File: src/rtl/iterative_restoring_divider_64_32_pkg.sv
// Shared constants and FSM state encoding for the iterative restoring divider.
package iterative_restoring_divider_64_32_pkg;

    localparam int N_DEFAULT    = 32;
    localparam int ITER_DEFAULT = 2 * N_DEFAULT;
    localparam int CNT_W        = $clog2(ITER_DEFAULT);

    typedef enum logic [2:0] {
        S_IDLE   = 3'b001,
        S_RUN    = 3'b010,
        S_FINISH = 3'b100
    } state_t;

endpackage

File: src/rtl/iterative_divider_control.sv
// Divider control: IDLE/RUN/FINISH FSM, iteration counter and datapath strobes.
module iterative_divider_control
    import iterative_restoring_divider_64_32_pkg::*;
#(
    parameter int ITER = ITER_DEFAULT,
    parameter int CW   = $clog2(ITER)
) (
    input  logic clk,
    input  logic rst,
    input  logic enable,
    input  logic start,
    input  logic b_zero,
    output logic busy,
    output logic done,
    output logic load,
    output logic load_zero,
    output logic shift,
    output logic last
);

    state_t        state;
    state_t        state_next;
    logic [CW-1:0] cnt;
    logic          cnt_last;

    assign cnt_last = (cnt == CW'(ITER - 1));

    // NOTE: clocked state uses non-blocking assignments so every register
    // samples pre-edge values regardless of process evaluation order.
    always_ff @(posedge clk or posedge rst) begin
        if (rst) begin
            state <= S_IDLE;
        end else if (enable) begin
            state <= state_next;
        end
    end

    // Counter saturates at ITER-1; it only returns to zero on a reload.
    always_ff @(posedge clk or posedge rst) begin
        if (rst) begin
            cnt <= '0;
        end else if (load) begin
            cnt <= '0;
        end else if (shift && !cnt_last) begin
            cnt <= cnt + CW'(1);
        end
    end

    // NOTE: every output of this block gets a default first, so no path
    // through the case statement can leave a signal unassigned (no latches).
    always_comb begin
        state_next = state;
        busy       = 1'b0;
        done       = 1'b0;
        load       = 1'b0;
        load_zero  = 1'b0;
        shift      = 1'b0;
        last       = 1'b0;
        case (state)
            S_IDLE: begin
                if (start && enable) begin
                    if (b_zero) begin
                        load_zero  = 1'b1;
                        state_next = S_FINISH;
                    end else begin
                        load       = 1'b1;
                        state_next = S_RUN;
                    end
                end
            end
            S_RUN: begin
                busy  = 1'b1;
                shift = enable;
                if (cnt_last) begin
                    last       = enable;
                    state_next = S_FINISH;
                end
            end
            S_FINISH: begin
                busy       = 1'b1;
                done       = 1'b1;
                state_next = S_IDLE;
            end
            default: begin
                state_next = S_IDLE;
            end
        endcase
    end

endmodule

File: src/rtl/subtract_Nbit.sv
// Generic W-bit subtractor: diff = a - b; cout_sub is high when no borrow occurs.
module subtract_Nbit #(
    parameter int W = 33
) (
    input  logic [W-1:0] a,
    input  logic [W-1:0] b,
    output logic [W-1:0] diff,
    output logic         cout_sub
);

    // Two's-complement subtract; the carry out of a + ~b + 1 is the inverted borrow.
    assign {cout_sub, diff} = {1'b0, a} + {1'b0, ~b} + (W + 1)'(1);

endmodule

File: src/rtl/iterative_restoring_divider_64_32.sv
// Iterative restoring divider: 2N-bit dividend / N-bit divisor, one quotient bit per clock.
module iterative_restoring_divider_64_32
    import iterative_restoring_divider_64_32_pkg::*;
#(
    parameter int N = N_DEFAULT
) (
    input  logic           clk,
    input  logic           rst,
    input  logic           enable,
    input  logic           start,
    input  logic [2*N-1:0] A,
    input  logic [N-1:0]   B,
    output logic [2*N-1:0] Q,
    output logic [N-1:0]   R,
    output logic           busy,
    output logic           done,
    output logic           div_by_zero
);

    localparam int ITER = 2 * N;

    logic           load;
    logic           load_zero;
    logic           shift;
    logic           last;

    logic [2*N-1:0] s;
    logic [N-1:0]   d;
    logic [N:0]     p;

    logic [N:0]     p_shift;
    logic [N:0]     diff;
    logic           no_borrow;
    logic [N:0]     p_next;
    logic [2*N-1:0] s_next;

    iterative_divider_control #(
        .ITER (ITER)
    ) u_control (
        .clk       (clk),
        .rst       (rst),
        .enable    (enable),
        .start     (start),
        .b_zero    (B == '0),
        .busy      (busy),
        .done      (done),
        .load      (load),
        .load_zero (load_zero),
        .shift     (shift),
        .last      (last)
    );

    // P stays below D after every step, so its top bit is always zero before the shift.
    assign p_shift = (p << 1) | {{N{1'b0}}, s[2*N-1]};

    subtract_Nbit #(
        .W (N + 1)
    ) u_sub (
        .a        (p_shift),
        .b        ({1'b0, d}),
        .diff     (diff),
        .cout_sub (no_borrow)
    );

    assign p_next = no_borrow ? diff : p_shift;
    assign s_next = {s[2*N-2:0], no_borrow};

    always_ff @(posedge clk or posedge rst) begin
        if (rst) begin
            s <= '0;
            d <= '0;
            p <= '0;
        end else if (load) begin
            s <= A;
            d <= B;
            p <= '0;
        end else if (shift) begin
            s <= s_next;
            p <= p_next;
        end
    end

    // Results only change on an accepted start or the final iteration.
    always_ff @(posedge clk or posedge rst) begin
        if (rst) begin
            Q           <= '0;
            R           <= '0;
            div_by_zero <= 1'b0;
        end else if (load) begin
            div_by_zero <= 1'b0;
        end else if (load_zero) begin
            Q           <= '1;
            R           <= A[N-1:0];
            div_by_zero <= 1'b1;
        end else if (last) begin
            Q <= s_next;
            R <= p_next[N-1:0];
        end
    end

endmodule
File: config.mk
export PLATFORM = sky130hd
export DESIGN_NAME = iterative_restoring_divider_64_32
export DESIGN_NICKNAME = d
export VERILOG_FILES = /design/src/rtl/iterative_restoring_divider_64_32_pkg.sv /design/src/rtl/iterative_divider_control.sv /design/src/rtl/subtract_Nbit.sv /design/src/rtl/iterative_restoring_divider_64_32.sv
export SDC_FILE = /design/constraint.sdc
export NUM_CORES = 1
export LEC_CHECK = 0
export BUFFER_PORTS_ARGS = -buffer_cell sky130_fd_sc_hd__buf_2
export CAP_MARGIN = 20
export CORE_MARGIN = 4
export CORE_UTILIZATION = 57
export DETAILED_ROUTE_END_ITERATION = 12
export GPL_TIMING_DRIVEN = 0
export HOLD_SLACK_MARGIN = 0.02
export PLACE_DENSITY = 0.83
export SYNTH_ARGS = -nofsm -noshare
export SYNTH_HDL_FRONTEND = slang
export SYNTH_SLANG_ARGS = --single-unit
File: constraint.sdc
create_clock -name clk -period 8.78 [get_ports clk]
set_clock_uncertainty 0.1 [all_clocks]
set_input_delay 1.317 -clock clk [delete_from_list [all_inputs] [get_ports clk]]
set_output_delay 1.317 -clock clk [all_outputs]
set_load 0.01 [all_outputs]
-- Word-level counts from Yosys, hierarchy flattened
Index checks and enable logic that the tools add are counted.
- word-level logic and storage cells: 59
- flip-flop bits (word level): 234
- input port bits: 100
- bitwise gates (word level): 3
- equal/unequal tests: 6
- muxes and demuxes: 28
- reductions and logical operators: 11
- $add $sub $neg: 3
- operator list (cell ; count):
    2-to-1 mux 64 bit ; 4
    2-to-1 mux 32 bit ; 5
    adder 33 x 33 -> 34 bit ; 1
    adder 34 x 1 -> 34 bit (second input constant) ; 1
    NOT 32 -> 33 bit ; 1
    bitwise OR 33 x 1 -> 33 bit ; 1
    zero test 32 bit ; 1
    2-to-1 mux 1 bit ; 13
    2-to-1 mux 6 bit ; 2
    2-to-1 mux 3 bit ; 3
    nonzero test 2 bit ; 4
    adder 6 x 1 -> 6 bit (second input constant) ; 1
    == test 6 bit (second input constant) ; 1
    one-hot mux 3 bit (2 select lines) ; 1
    inequality test 2 x 1 -> 1 bit (second input constant) ; 2
    == test 3 x 1 -> 1 bit (second input constant) ; 1
    == test 3 x 2 -> 1 bit (second input constant) ; 1
    == test 3 bit (second input constant) ; 1
    AND reduction 3 bit ; 1
    logical AND 1 bit ; 2
    AND reduction 2 bit ; 1
    OR reduction 2 bit ; 1
    zero test 1 bit ; 1
    NOT 1 bit ; 1

-- Depth between registers and ports, before layout
- depth after elaboration: 6
- depth in mapped cells: 14

-- By module
Synthesis repeated with hierarchy kept, for this count alone.
- cells, all modules: 1253
- area total of the unflattened synthesis: 12468.2 um^2
- modules (own cells, without submodules) (module ; times used ; area each (um^2) ; cells each):
    iterative_restoring_divider_64_32 ; 1 ; 9963.3 ; 924
    subtract_Nbit ; 1 ; 1904.3 ; 268
    iterative_divider_control ; 1 ; 600.6 ; 61

-- Worst setup path before layout
Ideal clock, no wire load.
- path type: register to register
- start: reg s[63]
- end: reg p[30]
- data required time: 8.541 ns
- path slack: 5.484 ns
- data arrival time: 3.057 ns
- setup time: 0.139 ns
- buffers on the path: 0
- cell stages (with the launch flop): 15
- cells stage by stage: dfrtp_1 inv_1 ha_1 inv_1 fa_1 a21o_1 and4_4 o2111ai_2 o221ai_2 a31o_1 o41a_1 a311o_1 xor2_1 mux2i_1 o22ai_1
- longest elaborated chain between the ends: 6
- ends and longest elaborated chain (element ; RTL line ; text):
    from (decl) ; iterative_restoring_divider_64_32.sv:27 ; logic [2*N-1:0] s;
    from (signal assigned) ; iterative_restoring_divider_64_32.sv:78 ; s <= s_next;
    bitwise OR 33 x 1 -> 33 bit ; iterative_restoring_divider_64_32.sv:54 ; assign p_shift = (p << 1) | {{N{1'b0}}, s[2*N-1]};
    adder 33 x 33 -> 34 bit ; subtract_Nbit.sv:12 ; assign {cout_sub, diff} = {1'b0, a} + {1'b0, ~b} + (W + 1)'(1);
    adder 34 x 1 -> 34 bit ; subtract_Nbit.sv:12 ;
    2-to-1 mux 32 bit ; iterative_restoring_divider_64_32.sv:65 ; assign p_next = no_borrow ? diff : p_shift;
    2-to-1 mux 32 bit ; iterative_restoring_divider_64_32.sv:77 ; end else if (shift) begin
    2-to-1 mux 32 bit ; iterative_restoring_divider_64_32.sv:73 ; end else if (load) begin
    to (signal assigned) ; iterative_restoring_divider_64_32.sv:79 ; p <= p_next;
    to (decl) ; iterative_restoring_divider_64_32.sv:29 ; logic [N:0] p;
Every way passes these cells. The select of a mux whose other input is x is not followed.
A chain may end at the register's enable or synchronous reset.

-- Worst setup path after layout
- start: in B[0]
- end: reg s[55]
- longest elaborated chain between the ends: 5
- elaborated cells on any way between the ends: 6
- classes of those cells: mux (4); reduce/logical (2)
- ends and longest elaborated chain (element ; RTL line ; text):
    from (decl) ; iterative_restoring_divider_64_32.sv:12 ; input logic [N-1:0] B,
    zero test 32 bit (*) ; iterative_restoring_divider_64_32.sv:44 ; .b_zero (B == '0),
    2-to-1 mux 1 bit (*) ; iterative_divider_control.sv:62 ; if (b_zero) begin
    2-to-1 mux 1 bit (*) ; iterative_divider_control.sv:61 ; if (start && enable) begin
    2-to-1 mux 1 bit (*) ; iterative_divider_control.sv:59 ; case (state)
    2-to-1 mux 64 bit / nonzero test 2 bit (equally long branches) ; - ;
Mark *: on every way between the ends. The rest lies on a longest branch, timed or not.

==> flow_summary.toml <==
[grt]
grt_start_max_net_pins = 125
grt_overflow = 0
grt_pass1_wl_um = 54700
antenna_found_initial = 8
track_usage_pct = 30.7
grt_pass1_vias = 10429

[setup_path]
worstPathRequired_ns = 9.15
slowest_delay_ns = 0.79
cp_max_fo = 10
critical_path_class = "in -> reg"
critical_path.most_common_cell = "nor2_1"
crit_slowest_cell = "nor2_1"
path_cells = "buf_2 -> nor4_1 -> nand4_1 -> nor2_1 -> nor2_1 -> nor2_1 -> clkbuf_1 -> nand2_1 -> nand2_1"
worst-r2r-cell-count = 14
cp_data_arrival_time_ns = 4.47
crit_path_end_kind = "flop"
start_kind = "input port"

[timing]
max_freq_ghz = 0.244
fin_tns_setup_ns = 0
setup_slack_ns = 4.67
grt_setup_unrepaired = "false"
period_share_pct = 46.8
finalHoldViolCount = 0
slew_headroom_pct = 34.9
hold_ws_ns = 0.395
slew_viol_final = 0
setup_viol = 0
tightest_slew_ns = 0.974
finalCriticalPeriod_ns = 4.11

[floorplan]
start_util_pct = 58.4
die_area_sq_um = 22500
die_height_um = 150
pin_count = 199
fp-row-count = 51
die_w_um = 150
core_area_sq_um = 19700

[clock_network]
postCtsHoldBufs = 0
cts.sinks = 234
cts-root-buf = "clkbuf_16"
cts.path.max_buffers = 3
post-cts-setup-buffers = 0
clk_latency_ns = 0.53
cts_tree = "built"
path_clk_slew_ns = 0.06
cts_inserted_buffers = 24
cts.repair.resized = 0
htree_levels = 1

[power_and_ir_drop]
total_power_mw = 4.60
powerDensity_nw_per_um2 = 338
max-vdd-ir-drop_mv = 0.212
p_leak_nw = 6.96

[synth]
ys.flop_type = "dfrtp_1"
async_flop_share_pct = 100
netlist_area_sq_um = 11500
ys_ff_latch = 234
synthCells = 1282
synthesis.yosys.warnings = 0
synth_edf_count = 0
synth_seq_area_share_pct = 51.1
syn_nets = 1416
synthDistinctLibCells = 62
syn_area_per_cell_sq_um = 8.95

[final_layout]
final_core_util_pct = 69.2
fillers = 1586
syn_to_final_growth_pct = 18.6
layout-drive-gt1-share_pct = 16.8
final_nets = 1642

[routing]
drc = 0
via_per_inst = 6.05
antenna_left = 0
vias = 10861
wl_per_cell_um = 19.5
drt-initial-drc-count = 1157
drt_pre_antenna_iters = 6
wirelength_um = 35000

[outcome]
status = "finished, final reports clean"

[place]
detailedPlace.worstSlack_ns = 4.24
place_congestion = 0.906
dp_hpwl_um = 25300
port_buffers = 198

[run]
max_cap_violations = 0

[hold_path]
holdCritPathClass = "reg -> reg"
hold_depth = 2
==> layer usage <==
metal	GRT usage, %	wire length [um]
met1	41.4	13900
met5	0	62
met2	47.4	15900
met3	8.84	3880
met4	12.0	1310
==> sequential cells by signal (all words and copies together) (netlist names) <==
name,cells
p,32
u_control.state,3
div_by_zero,1
Q,64
s,64
R,32
d,32
u_control.cnt,6
==> worst max-delay path: cells and delay by family <==
| kind | cells | cell delay [ns] |
|---|---|---|
| buffers and inverters | 2 | 0.69 |
| and+or+nand+nor | 7 | 2.45 |
==> stage by stage <==
| stage | instances | area [sq um] |
|---|---|---|
| after floorplan | 1282 | 11500 |
| after global placement | 1745 | 12800 |
| after detailed placement | 1747 | 12800 |
| after CTS | 1791 | 13600 |
| after global routing | 1794 | 13600 |
| final | 1794 | 13600 |
==> cells by family (layout without fill, tap and decap cells) <==
| kind of cell | after synthesis | after routing | synth area share [%] |
|---|---|---|---|
| other cells | 0 | 3 | 0 |
| mux | 25 | 25 | 2.20 |
| flops | 234 | 234 | 51.1 |
| fa+ha+maj | 34 | 34 | 3.77 |
| buf+inv | 124 | 368 | 4.18 |
| simple gates | 444 | 444 | 15.9 |
| compound gates | 390 | 390 | 20.6 |
| xor+xnor | 31 | 31 | 2.37 |
==> layout make-up <==
type / instances / area [sq um] / area share (%)
Clock buffer: 37 / 709 / 5.22
Timing Repair Buffer: 200 / 1030 / 7.54
Sequential cell: 234 / 5860 / 43.1
Multi-Input combinational cell: 924 / 5130 / 37.8
Clock inverter: 7 / 48.8 / 0.359
Inverter: 43 / 169 / 1.24
Antenna cell: 3 / 7.51 / 0.0552
Buffer: 81 / 318 / 2.34
Tap cell: 265 / 332 / 2.44
==> where the power goes <==
group	internal [mW]	leakage [nW]	switching [mW]
sequential	1.36	3.11	0.212
combinational	0.731	3.47	1.31
clock	0.557	0.374	0.430
==> worst paths after layout <==
kind                                    from                 to  slack [ns]
min reg2reg                s[36]$_DFFE_PP0P_  Q[37]$_DFFE_PP0P_        0.40
max in group asynchronous                rst  s[56]$_DFFE_PP0P_        6.66
min in group asynchronous                rst  d[29]$_DFFE_PP0P_        0.87
max                                     B[0]  s[55]$_DFFE_PP0P_        4.67
min                        s[36]$_DFFE_PP0P_  Q[37]$_DFFE_PP0P_        0.40
max reg2reg                s[63]$_DFFE_PP0P_  p[30]$_DFFE_PP0P_        5.01
==> Yosys cell counts (5+ instances only) <==
cell / count / area [sq um]
buf_2: 5 / 25.0
a21oi_1: 48 / 240
o21ai_0: 184 / 921
nand3_1: 13 / 65.1
nor2_1: 30 / 113
clkbuf_1: 73 / 274
xor2_1: 17 / 149
mux2i_1: 23 / 230
ha_1: 33 / 413
nand4_1: 12 / 75.1
o22ai_1: 21 / 131
nor4_1: 8 / 50.1
dfrtp_1: 233 / 5830
nand2_1: 348 / 1310
a22oi_1: 79 / 593
a21o_1: 13 / 97.6
xnor2_1: 14 / 123
nor3_1: 8 / 40.0
a31oi_1: 6 / 37.5
inv_1: 43 / 161
==> cells in the final DEF, fill, tap and decap left out, types with 14 or more instances in the layout <==
| cell type | synthesis | routed |
|---|---|---|
| nor2_1 | 30 | 30 |
| buf_2 | 5 | 203 |
| a22oi_1 | 79 | 79 |
| ha_1 | 33 | 33 |
| nand2_1 | 348 | 348 |
| clkbuf_1 | 73 | 80 |
| xnor2_1 | 14 | 14 |
| o22ai_1 | 21 | 21 |
| a21oi_1 | 48 | 48 |
| xor2_1 | 17 | 17 |
| clkbuf_16 | 0 | 24 |
| mux2i_1 | 23 | 23 |
| o21ai_0 | 184 | 184 |
| dfrtp_1 | 233 | 233 |
| inv_1 | 43 | 42 |
No activity file was read; power rests on OpenSTA's default activity.
